`src/rtl/led_seq_pkg.sv`:
```
// Shared types and constants for the LED sequencer.
// Latency: n/a (types only).
// Backpressure: n/a.
package led_seq_pkg;

  typedef enum logic [1:0] {
    MODE_ROTATE = 2'b00,
    MODE_BOUNCE = 2'b01,
    MODE_FILL   = 2'b10,
    MODE_HOLD   = 2'b11
  } mode_e;

  // Prescaler width: covers speed settings 0..3 (divide by 1, 2, 4, 8).
  localparam int PRESC_W = 3;

endpackage

```
`src/rtl/led_seq_tickgen.sv`:
```
// Time base: free-running base counter, step prescaler and heartbeat LED.
// Latency: step_en is combinational from the counter registers (asserted in the last cycle of a period).
// Backpressure: none; the counter never stalls for pause, load or mode changes.
// Ports: clk, reset (sync, active-high), speed (step every 2^speed base periods),
//        step_en (one-cycle step request), led (high for first half of each base period).
module led_seq_tickgen
  import led_seq_pkg::*;
#(
  parameter int F_CLK_HZ = 25_000_000,
  parameter int STEP_MS  = 500
) (
  input  logic       clk,
  input  logic       reset,
  input  logic [1:0] speed,
  output logic       step_en,
  output logic       led
);

  localparam int TICKS = (F_CLK_HZ / 1000) * STEP_MS;
  localparam int CNT_W = $clog2(TICKS);

  logic [CNT_W-1:0]   count;
  logic [PRESC_W-1:0] presc;
  logic [PRESC_W-1:0] mask;
  logic               base_tick;

  assign base_tick = (count == CNT_W'(TICKS - 1));

  always_ff @(posedge clk) begin
    if (reset) begin
      count <= '0;
      presc <= '0;
    end else if (base_tick) begin
      count <= '0;
      presc <= presc + PRESC_W'(1);
    end else begin
      count <= count + CNT_W'(1);
    end
  end

  // mask = 2^speed - 1; for speed = 3 the shift wraps to 0 and the
  // subtraction yields all ones, which is the intended divide-by-8 mask.
  assign mask    = (PRESC_W'(1) << speed) - PRESC_W'(1);
  assign step_en = base_tick && ((presc & mask) == mask);
  assign led     = (count < CNT_W'(TICKS / 2));

endmodule

```
`src/rtl/led_sequencer.sv`:
```
// LED pattern sequencer: rotate, bounce, bar-fill and hold with parallel load.
// Latency: q/tick update one clk after the step request; pause/dir pins act SYNC_STAGES clk later.
// Backpressure: none; pause freezes the pattern while the time base keeps running.
// Ports: clk, reset (sync, active-high), pause/dir (async pins), mode, speed, load, load_data,
//        q (pattern), tick (new-value pulse), led (heartbeat), bounce_dir (1 = moving left).
module led_sequencer
  import led_seq_pkg::*;
#(
  parameter int               WIDTH         = 8,
  parameter int               F_CLK_HZ      = 25_000_000,
  parameter int               STEP_MS       = 500,
  parameter int               SYNC_STAGES   = 2,
  parameter logic [WIDTH-1:0] RESET_PATTERN = {{(WIDTH-1){1'b0}}, 1'b1}
) (
  input  logic             clk,
  input  logic             reset,
  input  logic             pause,
  input  logic             dir,
  input  logic [1:0]       mode,
  input  logic [1:0]       speed,
  input  logic             load,
  input  logic [WIDTH-1:0] load_data,
  output logic [WIDTH-1:0] q,
  output logic             tick,
  output logic             led,
  output logic             bounce_dir
);

  logic [SYNC_STAGES-1:0] pause_sr;
  logic [SYNC_STAGES-1:0] dir_sr;
  logic                   pause_s;
  logic                   dir_s;
  logic                   step_en;
  logic                   do_step;
  mode_e                  mode_c;
  logic [WIDTH-1:0]       q_step;
  logic                   bd_step;

  led_seq_tickgen #(
    .F_CLK_HZ (F_CLK_HZ),
    .STEP_MS  (STEP_MS)
  ) u_tickgen (
    .clk     (clk),
    .reset   (reset),
    .speed   (speed),
    .step_en (step_en),
    .led     (led)
  );

  always_ff @(posedge clk) begin
    if (reset) begin
      pause_sr <= '0;
      dir_sr   <= '0;
    end else begin
      pause_sr[0] <= pause;
      dir_sr[0]   <= dir;
      for (int i = 1; i < SYNC_STAGES; i++) begin
        pause_sr[i] <= pause_sr[i-1];
        dir_sr[i]   <= dir_sr[i-1];
      end
    end
  end

  assign pause_s = pause_sr[SYNC_STAGES-1];
  assign dir_s   = dir_sr[SYNC_STAGES-1];
  assign do_step = step_en && !pause_s;
  assign mode_c  = mode_e'(mode);

  // Next pattern if a step were taken this cycle.
  always_comb begin
    q_step  = q;
    bd_step = bounce_dir;
    case (mode_c)
      MODE_ROTATE: begin
        q_step = dir_s ? {q[WIDTH-2:0], q[WIDTH-1]} : {q[0], q[WIDTH-1:1]};
      end
      MODE_BOUNCE: begin
        // Reverse at the wall and move away from it in the same step,
        // so the lit LED never dwells at an end.
        if (bounce_dir && q[WIDTH-1]) begin
          bd_step = 1'b0;
          q_step  = {1'b0, q[WIDTH-1:1]};
        end else if (!bounce_dir && q[0]) begin
          bd_step = 1'b1;
          q_step  = {q[WIDTH-2:0], 1'b0};
        end else if (bounce_dir) begin
          q_step = {q[WIDTH-2:0], 1'b0};
        end else begin
          q_step = {1'b0, q[WIDTH-1:1]};
        end
      end
      MODE_FILL: begin
        if (&q) begin
          q_step = '0;
        end else begin
          q_step = dir_s ? {q[WIDTH-2:0], 1'b1} : {1'b1, q[WIDTH-1:1]};
        end
      end
      default: begin
        q_step = q;
      end
    endcase
  end

  always_ff @(posedge clk) begin
    if (reset) begin
      q          <= RESET_PATTERN;
      tick       <= 1'b0;
      bounce_dir <= 1'b1;
    end else if (load) begin
      // Load swallows any coincident step: no shift and no tick.
      q          <= load_data;
      tick       <= 1'b0;
      bounce_dir <= dir_s;
    end else begin
      tick <= do_step;
      if (do_step) begin
        q <= q_step;
      end
      if (mode_c != MODE_BOUNCE) begin
        bounce_dir <= dir_s;
      end else if (do_step) begin
        bounce_dir <= bd_step;
      end
    end
  end

endmodule
```
`config.mk`:
```
export PLATFORM = sky130hd
export DESIGN_NAME = led_sequencer
export DESIGN_NICKNAME = d
export VERILOG_FILES = /design/src/rtl/led_seq_pkg.sv /design/src/rtl/led_seq_tickgen.sv /design/src/rtl/led_sequencer.sv
export SDC_FILE = /design/constraint.sdc
export NUM_CORES = 1
export LEC_CHECK = 0
export ABC_AREA = 1
export ABC_CLOCK_PERIOD_IN_PS = 2200
export CORE_ASPECT_RATIO = 0.6
export CORE_MARGIN = 2
export CORE_UTILIZATION = 55
export CTS_CLUSTER_DIAMETER = 200
export CTS_CLUSTER_SIZE = 10
export DETAILED_ROUTE_END_ITERATION = 7
export GPL_TIMING_DRIVEN = 0
export PLACE_DENSITY_LB_ADDON = 0.1
export SKIP_CTS_REPAIR_TIMING = 1
export SLEW_MARGIN = 20
export SYNTH_ARGS = -nofsm -noshare
export SYNTH_HDL_FRONTEND = slang
export SYNTH_SLANG_ARGS = --single-unit
```
`constraint.sdc`:
```
create_clock -name clk -period 2.2 [get_ports clk]
set_input_delay 0.44 -clock clk [delete_from_list [all_inputs] [get_ports clk]]
set_output_delay 0.44 -clock clk [all_outputs]
set_load 0.01 [all_outputs]
```
==> results of run 1 <==
[flip-flops by register name, indices dropped and copies added, names as in the netlist]
name and flops:
u_tickgen.presc 3, q 8, u_tickgen.count 24, tick 1
dir_sr 2, bounce_dir 1, pause_sr 2
[layout by cell type, fill, tap and decap left out, types with 2 or more instances in the layout]
master	n
inv_1	51
nor4_1	2
nor2_4	2
nor3_1	9
nor3b_1	4
inv_2	2
dfxtp_1	39
clkbuf_1	4
o21ai_0	29
o21ai_1	2
nand2_2	2
nand2_1	99
a21oi_1	19
ha_1	5
o211ai_1	3
a31oi_1	4
nand3_1	26
nor2_1	48
nor2_2	3
xor2_1	4
clkbuf_8	5
clkdlybuf4s50_1	24
nand3_2	2
buf_4	2
nand4_1	3
or2_2	3
[worst max path at each step]
stage | from | endpoint
after floorplan | u_tickgen.count[0] | q[2]
after global placement | mode[0] | q[6]
after detailed placement | mode[0] | q[6]
after CTS | u_tickgen.count[9] | led
after global routing | u_tickgen.count[4] | u_tickgen.count[19]
final | mode[0] | q[6]
[routing by layer]
layer  vias up  global-route usage
li1       1284                   -
met1      1163               0.440
met2       131               0.328
met3        12              0.0678
met4         0              0.0637
met5         -                   0
[through the flow]
step / total power, mW / setup TNS [ns] / hold slack [ns] / utilization
after floorplan: 0.931 / 0 / 0.388 / -
after global placement: 1.02 / -0.0106 / 0.393 / 0.660
after detailed placement: 1.02 / -0.0667 / 0.404 / 0.660
final: 1.64 / 0 / 0.415 / 0.693
after global routing: 1.71 / 0 / 0.433 / 0.693
after CTS: 1.64 / -0.282 / 0.416 / 0.688
[Yosys cell counts (all sizes together)]
cell type,instances,area (um^2)
nor4,3,18.8
o21ai,32,160
nand2,102,393
nor3b,4,30.0
inv,53,199
nand4,4,31.3
xor2,4,35.0
xnor2,1,8.76
nor3,10,61.3
ha,5,62.6
buf,4,31.3
nand3b,1,7.51
o211ai,3,22.5
nand3,29,168
nor2,53,219
a221oi,1,8.76
clkbuf,4,15.0
dfxtp,41,821
or2,3,18.8
a31oi,4,25.0
a21oi,20,104
[critical path, delay by kind of cell]
kind / cells / cell delay, ns
AOI/OAI and AO/OA: 3 / 0.34
adders and majority gates: 1 / 0.34
buffers and inverters: 3 / 0.66
and+or+nand+nor: 4 / 0.37
[power groups by stage]
| stage | clock network [mW] | registers (mW) | logic [mW] |
|---|---|---|---|
| floorplan | 0 | 0.805 | 0.126 |
| global placement | 0 | 0.808 | 0.212 |
| detailed placement | 0 | 0.809 | 0.215 |
| CTS | 0.632 | 0.791 | 0.216 |
| global route | 0.671 | 0.795 | 0.247 |
| finish | 0.629 | 0.792 | 0.220 |
[area by class of cell]
cell class | count | share of cell area
clock inverter | 3 | 0.0159
inverter | 53 | 0.0685
buffer | 8 | 0.0159
tap | 60 | 0.0259
sequential | 41 | 0.284
multi-input combinational | 279 | 0.478
clock buffer | 5 | 0.0237
timing repair buffer | 25 | 0.0871
[cells by family after synthesis]
family / share of synthesized area
and+or+nand+nor: 0.388
buffers and inverters: 0.101
xor gates and xnor gates: 0.0179
DFF: 0.336
AOI/OAI and AO/OA: 0.131
adders and majority gates: 0.0256
==> flow_summary.json, run 1 <==
{
  "route.detailed.drc": 0,
  "route.met2.wl_um": 2380,
  "final_hold_viol_count": 0,
  "path_common_cell": "nand2_1",
  "root_buffer": "clkbuf_8",
  "power_switching_mw": 0.443,
  "cp_slowest_cell": "clkdlybuf4s50_1",
  "p_per_area_nw_per_um2": 565,
  "grt_max_degree": 15,
  "tightest_slew_ns": 0.462,
  "vias_per_cell": 5.46,
  "worstPathArrival_ns": 2.15,
  "pwr-share-comb": 0.134,
  "met1_length_um": 3260,
  "syn_inst": 381,
  "seqPwrFrac": 0.482,
  "r2r-end": "u_tickgen.count[19]",
  "min_path_cells": 2,
  "rows": 18,
  "drt_iter0_markers": 310,
  "htree_num_levels": 2,
  "first_pass_iters": 5,
  "path_clk_slew_ns": 0.09,
  "hold_start": "dir_sr[0]",
  "rsz0062_at_grt": "false",
  "slowest_delay_ns": 0.48,
  "ir_drop_uv": 535,
  "die_area_um2": 5000,
  "dr_total_vias": 2590,
  "core_um2": 4190,
  "fin_ws_ns": 0.230,
  "place_congestion": 0.910,
  "worstRegToRegCells": 9,
  "cts_buffers": 5,
  "p_int_mw": 1.20,
  "skew_ns": 0.00688,
  "syn-num-nets": 403,
  "path_max_fanout": 4,
  "timing.fmax_mhz": 508,
  "cp-end-kind": "flip-flop",
  "maxSlewHeadroom": 0.692,
  "rrSetupSlack_ns": 0.25,
  "ios": 28,
  "crit_required_ns": 2.38,
  "highest_layer": "met4",
  "wl_um": 6430,
  "start_util": 0.582,
  "design_area_um2": 2900,
  "whs_endpoint": "dir_sr[1]",
  "num_antenna_cells": 0,
  "wl_per_cell_um": 13.6,
  "min_period_ns": 1.97,
  "maxCapViolCount": 0,
  "syn_area_um2": 2440,
  "num-fill-cells": 380,
  "status": "complete, no violations",
  "switching_share": 0.270,
  "slew_viol_final": 0,
  "dr_wl_met3_um": 713,
  "p_leak_nw": 1.18,
  "antenna_found_initial": 0,
  "ff_latch_area_um2": 826,
  "grt_pass1_wl_um": 10600,
  "synth-seq-cells": 41,
  "hold_path.class": "reg2reg",
  "start_kind": "primary input",
  "grt_usage": 0.266,
  "fin_crit_sh": 0.896,
  "cts_max_path_buffers": 2,
  "seq_area_frac_synth": 0.336,
  "final_layout_size_suffix_gt1_frac": 0.0845,
  "setup_viol": 0,
  "avgSynthCellArea_um2": 6.40,
  "cts_tree": "built",
  "ys_warn_count": 0,
  "place_area_um2": 2770,
  "crit_chain": "clkdlybuf4s50_1, inv_1, ha_1, nand2_1, inv_1, a21oi_1, nand2_1, o21ai_0, nand2_1, o21ai_0, nor2_1",
  "clk_latency_ns": 0.30,
  "die_w_um": 90.0,
  "crit_type": "in2reg",
  "clkPwrFrac": 0.383,
  "portBuffers": 25,
  "post-place-ws_ns": -0.0358,
  "grt_pass1_vias": 2163,
  "nets": 435,
  "die_y_um": 55.6,
  "hpwl_um": 4910,
  "final_cells": 474,
  "r2r_start": "u_tickgen.count[4]",
  "drtAntennaViolNets": 0,
  "overflow": 0,
  "cts_sinks": 41,
  "syn_to_final_growth_pct": 19.0,
  "multiInputGateArea_um2": 1390,
  "dp.cells": 466,
  "netlist-cell-type-count": 33
}
(Power assumes the default switching activity.)
==> run 2: changes to the inputs <==
--- a/config.mk
+++ b/config.mk
@@ -6,7 +6,7 @@
 export NUM_CORES = 1
 export LEC_CHECK = 0
 export ABC_AREA = 1
-export ABC_CLOCK_PERIOD_IN_PS = 2200
+export ABC_CLOCK_PERIOD_IN_PS = 2400
 export CORE_ASPECT_RATIO = 0.6
 export CORE_MARGIN = 2
 export CORE_UTILIZATION = 55
@@ -14,9 +14,8 @@
 export CTS_CLUSTER_SIZE = 10
 export DETAILED_ROUTE_END_ITERATION = 7
 export GPL_TIMING_DRIVEN = 0
-export PLACE_DENSITY_LB_ADDON = 0.1
+export PLACE_DENSITY = 0.8
 export SKIP_CTS_REPAIR_TIMING = 1
-export SLEW_MARGIN = 20
 export SYNTH_ARGS = -nofsm -noshare
 export SYNTH_HDL_FRONTEND = slang
 export SYNTH_SLANG_ARGS = --single-unit
==> constraint.sdc (replaced) <==
create_clock -name clk -period 2.4 [get_ports clk]
set_input_delay 0.48 -clock clk [delete_from_list [all_inputs] [get_ports clk]]
set_output_delay 0.48 -clock clk [all_outputs]
set_load 0.01 [all_outputs]
==> run 2 against run 1 <==
Net effect:
- hold slack got worse by 0.012 ns
- sequential power decreased by 8.2%
- non-clock buffer count unchanged
- via count decreased by 1.6%
- count of clock-buffer cells in the layout unchanged
- total power decreased by 15%
- sequential cell count unchanged
- sequential share of layout area increased by 0.28 points
- largest cell class unchanged
==> flow_summary.json, run 2 (synthesized netlist as in run 1, its figures left out) <==
{
  "status": "complete, no violations",
  "die_area_um2": 5000,
  "cp_slowest_cell": "clkdlybuf4s50_1",
  "slew_viol_final": 0,
  "portBuffers": 25,
  "crit_type": "in2reg",
  "worst-path-stages": 10,
  "slowest_delay_ns": 0.49,
  "fin_crit_sh": 0.829,
  "setup_viol": 0,
  "cp-startpoint": "mode[0]",
  "final_layout_size_suffix_gt1_frac": 0.0749,
  "maxCapViolCount": 0,
  "vias_per_cell": 5.38,
  "place_area_um2": 2770,
  "wl_per_cell_um": 13.0,
  "path_clk_slew_ns": 0.08,
  "skew_ns": 0.0101,
  "die_w_um": 90.0,
  "final_cells": 474,
  "tightest_slew_ns": 0.484,
  "cp-end-kind": "flip-flop",
  "maxSlewHeadroom": 0.677,
  "rrSetupSlack_ns": 0.47,
  "p_per_area_nw_per_um2": 486,
  "cts_max_path_buffers": 2,
  "drt_iter0_markers": 312,
  "min_period_ns": 1.99,
  "timing.fmax_mhz": 502,
  "worstPathArrival_ns": 2.16,
  "hpwl_um": 4840,
  "antenna_found_initial": 0,
  "die_y_um": 55.6,
  "core_um2": 4190,
  "cts_buffers": 5,
  "grt_usage": 0.259,
  "drtAntennaViolNets": 0,
  "worstRegToRegCells": 11,
  "wl_um": 6160,
  "root_buffer": "clkbuf_8",
  "path_max_fanout": 10,
  "place_congestion": 0.917,
  "hold_path.class": "reg2reg",
  "rsz0062_at_grt": "false",
  "syn_to_final_growth_pct": 17.3,
  "grt_pass1_wl_um": 10400,
  "critPathBufInv": 4,
  "design_area_um2": 2860,
  "route.detailed.drc": 0,
  "largest_reg_flops": 24,
  "grt_pass1_vias": 2161,
  "crit_required_ns": 2.57,
  "cts_sinks": 41,
  "crit_family": "buffers and inverters",
  "ir_drop_uv": 378,
  "overflow": 0,
  "crit_path_end": "q[6]",
  "htree_num_levels": 2,
  "final_hold_viol_count": 0,
  "p_leak_nw": 1.16,
  "dp.cells": 466,
  "r2r_start": "u_tickgen.count[0]",
  "final_common_cell": "nand2_1",
  "reg_top3": "u_tickgen.count: 24 flops, q: 8 flops, u_tickgen.presc: 3 flops",
  "start_kind": "primary input",
  "clk_latency_ns": 0.30,
  "cts_tree": "built",
  "final_cell_mix": "nand2_1 (100), inv_1 (51), nor2_1 (48)",
  "largest-register": "u_tickgen.count",
  "nets": 435,
  "postLayoutCoreUtil": 0.683,
  "r2r-end": "q[3]",
  "first_pass_iters": 5,
  "start_util": 0.582,
  "ios": 28,
  "rows": 18,
  "crit_chain": "clkdlybuf4s50_1, inv_1, ha_1, nor3_1, inv_1, nand3_4, nand2_4, buf_6, o21ai_0, nor2_1",
  "whs_ns": 0.403,
  "path_common_cell": "inv_1",
  "grt_max_degree": 15,
  "num_antenna_cells": 0,
  "dr_total_vias": 2549
}
run 2: worst min-delay path by stage:
stage | start | end | slack (ns) | cells past startpoint
final | dir_sr[0] | dir_sr[1] | 0.40 | 2
after detailed placement | dir_sr[0] | dir_sr[1] | 0.39 | 2
after global routing | dir_sr[0] | dir_sr[1] | 0.43 | 2
after CTS | dir_sr[0] | dir_sr[1] | 0.40 | 2
after global placement | pause_sr[0] | pause_sr[1] | 0.39 | 2
after floorplan | dir_sr[0] | dir_sr[1] | 0.39 | 2
run 2: per-layer routing:
metal / GRT usage / part of all wire / up-vias
met5: 0 / 0 / -
met4: 0.0637 / 0.0068 / 0
met3: 0.0583 / 0.11 / 6
met2: 0.321 / 0.37 / 129
met1: 0.433 / 0.51 / 1122
li1: - / - / 1292
run 2: worst register-to-register path, cell delays in order (launching register included):
cell and delay, ns:
dfxtp_1 0.36, ha_1 0.20, nand3_1 0.15, nor2_1 0.27, nand2_1 0.15, nor2_4 0.16
nand3_4 0.11, nand2_4 0.11, buf_6 0.15, nand2_1 0.06, inv_1 0.06, nor2_1 0.04
run 2: power breakdown:
group          leakage, nW  total (mW)  switching, mW  internal [mW]
clock               0.0445       0.462          0.256          0.206
sequential           0.335       0.727         0.0279          0.699
combinational        0.781       0.202          0.113         0.0881
total                 1.16        1.39          0.397          0.993
run 2: cell type report:
cell class                 count  area, um^2
fill                         407        1330
tap                           60        75.1
clock buffer                   5        68.8
inverter                      53         199
clock inverter                 3        21.3
multi-input combinational    279        1380
buffer                         8        46.3
timing repair buffer          25         253
sequential                    41         822
run 2: per-stage QoR:
step	total power [mW]	TNS [ns]	setup WS, ns
5_1_grt	1.46	0	0.234
4_1_cts	1.40	-0.0247	-0.0247
3_3_place_gp	0.935	0	0.148
3_5_place_dp	0.940	0	0.114
2_1_floorplan	0.854	0	0.821
6_report	1.39	0	0.410
==> run 3: changes to the inputs <==
--- a/config.mk
+++ b/config.mk
@@ -6,7 +6,7 @@
 export NUM_CORES = 1
 export LEC_CHECK = 0
 export ABC_AREA = 1
-export ABC_CLOCK_PERIOD_IN_PS = 2400
+export ABC_CLOCK_PERIOD_IN_PS = 2000
 export CORE_ASPECT_RATIO = 0.6
 export CORE_MARGIN = 2
 export CORE_UTILIZATION = 55
==> constraint.sdc (replaced) <==
create_clock -name clk -period 2 [get_ports clk]
set_input_delay 0.4 -clock clk [delete_from_list [all_inputs] [get_ports clk]]
set_output_delay 0.4 -clock clk [all_outputs]
set_load 0.01 [all_outputs]
==> run 3 against run 2 <==
Net effect:
- cell count is the same
- largest cell class unchanged
- sequential cell count is the same
- critical path depth is the same
- count of clock-buffer cells in the layout is the same
- die area is the same
- register-to-register slack lost 0.33 ns
- global-route usage is the same
==> flow_summary.json, run 3 (synthesized netlist as in run 1, its figures left out) <==
{
  "status": "complete, no violations",
  "start_util": 0.582,
  "rrSetupSlack_ns": 0.14,
  "rows": 18,
  "route.detailed.drc": 0,
  "setup_viol": 0,
  "final_layout_size_suffix_gt1_frac": 0.0918,
  "cts_buffers": 5,
  "path_clk_slew_ns": 0.09,
  "final_cell_mix": "nand2_1 (99), inv_1 (51), nor2_1 (47)",
  "drt_iter0_markers": 310,
  "hold_path.class": "reg2reg",
  "fin_ws_ns": 0.0819,
  "grt_usage": 0.259,
  "largest_reg_flops": 24,
  "root_buffer": "clkbuf_8",
  "skew_ns": 0.00819,
  "wl_per_cell_um": 13.1,
  "hpwl_um": 4840,
  "portBuffers": 25,
  "crit_chain": "clkdlybuf4s50_1, inv_1, ha_1, nor3_2, inv_1, nand3_4, nand2_4, buf_6, o21ai_0, nor2_1",
  "dr_total_vias": 2562,
  "slowest_delay_ns": 0.49,
  "timing.fmax_mhz": 521,
  "drtAntennaViolNets": 0,
  "grt_max_degree": 15,
  "design_area_um2": 2910,
  "r2r-end": "u_tickgen.count[20]",
  "num_antenna_cells": 0,
  "vias_per_cell": 5.41,
  "first_pass_iters": 5,
  "path_max_fanout": 10,
  "ios": 28,
  "postLayoutCoreUtil": 0.694,
  "crit_path_end": "q[1]",
  "nets": 435,
  "maxSlewHeadroom": 0.694,
  "clk_latency_ns": 0.29,
  "worstRegToRegCells": 8,
  "final_hold_viol_count": 0,
  "syn_to_final_growth_pct": 19.1,
  "ff_latch_area_um2": 823,
  "power_mw": 1.67,
  "overflow": 0,
  "place_area_um2": 2770,
  "p_leak_nw": 1.17,
  "min_period_ns": 1.92,
  "crit_required_ns": 2.17,
  "htree_num_levels": 2,
  "ir_drop_uv": 471,
  "place_congestion": 0.917,
  "antenna_found_initial": 0,
  "grt_pass1_vias": 2161,
  "die_y_um": 55.6,
  "fin_crit_sh": 0.959,
  "cts_sinks": 41,
  "worstPathArrival_ns": 2.08,
  "multiInputGateArea_um2": 1420,
  "die_w_um": 90.0,
  "start_kind": "primary input",
  "path_common_cell": "inv_1",
  "p_per_area_nw_per_um2": 576,
  "core_um2": 4190,
  "largest-register": "u_tickgen.count",
  "slew_viol_final": 0,
  "cp-startpoint": "mode[0]",
  "cp_slowest_cell": "clkdlybuf4s50_1",
  "r2r_start": "u_tickgen.count[18]",
  "cts_max_path_buffers": 2,
  "maxCapViolCount": 0,
  "crit_type": "in2reg",
  "cp-end-kind": "flip-flop",
  "cts_tree": "built",
  "wl_um": 6210,
  "tightest_slew_ns": 0.459,
  "reg_top3": "u_tickgen.count: 24 flops, q: 8 flops, u_tickgen.presc: 3 flops",
  "num-fill-cells": 399,
  "grt_pass1_wl_um": 10400,
  "die_area_um2": 5000,
  "final_common_cell": "nand2_1",
  "post-place-ws_ns": -0.206
}
-- run 3: cell counts in the layout (fill, tap and decap cells not counted) --
Identical to the previous run, type by type.
-- run 3: worst min-delay path by stage --
| stage | start | endpoint | slack (ns) | depth (start not counted) |
|---|---|---|---|---|
| 6_report | dir_sr[0] | dir_sr[1] | 0.40 | 2 |
| 5_1_grt | dir_sr[0] | dir_sr[1] | 0.43 | 2 |
| 4_1_cts | dir_sr[0] | dir_sr[1] | 0.40 | 2 |
| 3_5_place_dp | dir_sr[0] | dir_sr[1] | 0.39 | 2 |
| 3_3_place_gp | pause_sr[0] | pause_sr[1] | 0.39 | 2 |
| 2_1_floorplan | dir_sr[0] | dir_sr[1] | 0.39 | 2 |
-- run 3: per-layer routing --
layer / GRT usage / vias to the layer above / share of wire
li1: - / 1294 / -
met1: 0.433 / 1136 / 0.50
met2: 0.321 / 128 / 0.37
met3: 0.0583 / 4 / 0.12
met4: 0.0637 / 0 / 0.0040
met5: 0 / - / 0
-- run 3: area by class of cell --
| type | instances | share of cell area |
|---|---|---|
| multi-input combinational | 279 | 0.488 |
| sequential | 41 | 0.283 |
| timing repair buffer | 25 | 0.0870 |
| inverter | 53 | 0.0685 |
| tap | 60 | 0.0258 |
| clock buffer | 5 | 0.0237 |
| buffer | 8 | 0.0159 |
| clock inverter | 3 | 0.00732 |
-- run 3: worst max-delay path, delay by kind of cell --
kind	cells	cell delay (ns)
AOI/OAI and AO/OA	1	0.16
adders and majority gates	1	0.24
and+or+nand+nor	4	0.43
buffers and inverters	4	0.85
-- run 3: through the flow --
stage                      TNS, ns  std cells  hold slack [ns]
after global placement      -0.954        466            0.391
after global routing      -0.00170        474            0.429
after floorplan                  0        381            0.388
final                            0        474            0.403
after detailed placement     -1.12        466            0.392
after CTS                   -0.345        474            0.404
-- run 3: where the power goes --
part | switching, mW | leakage [nW] | internal (mW)
Sequential | 0.0332 | 0.335 | 0.839
Clock | 0.306 | 0.0445 | 0.248
Combinational | 0.138 | 0.787 | 0.109
Total | 0.477 | 1.17 | 1.20
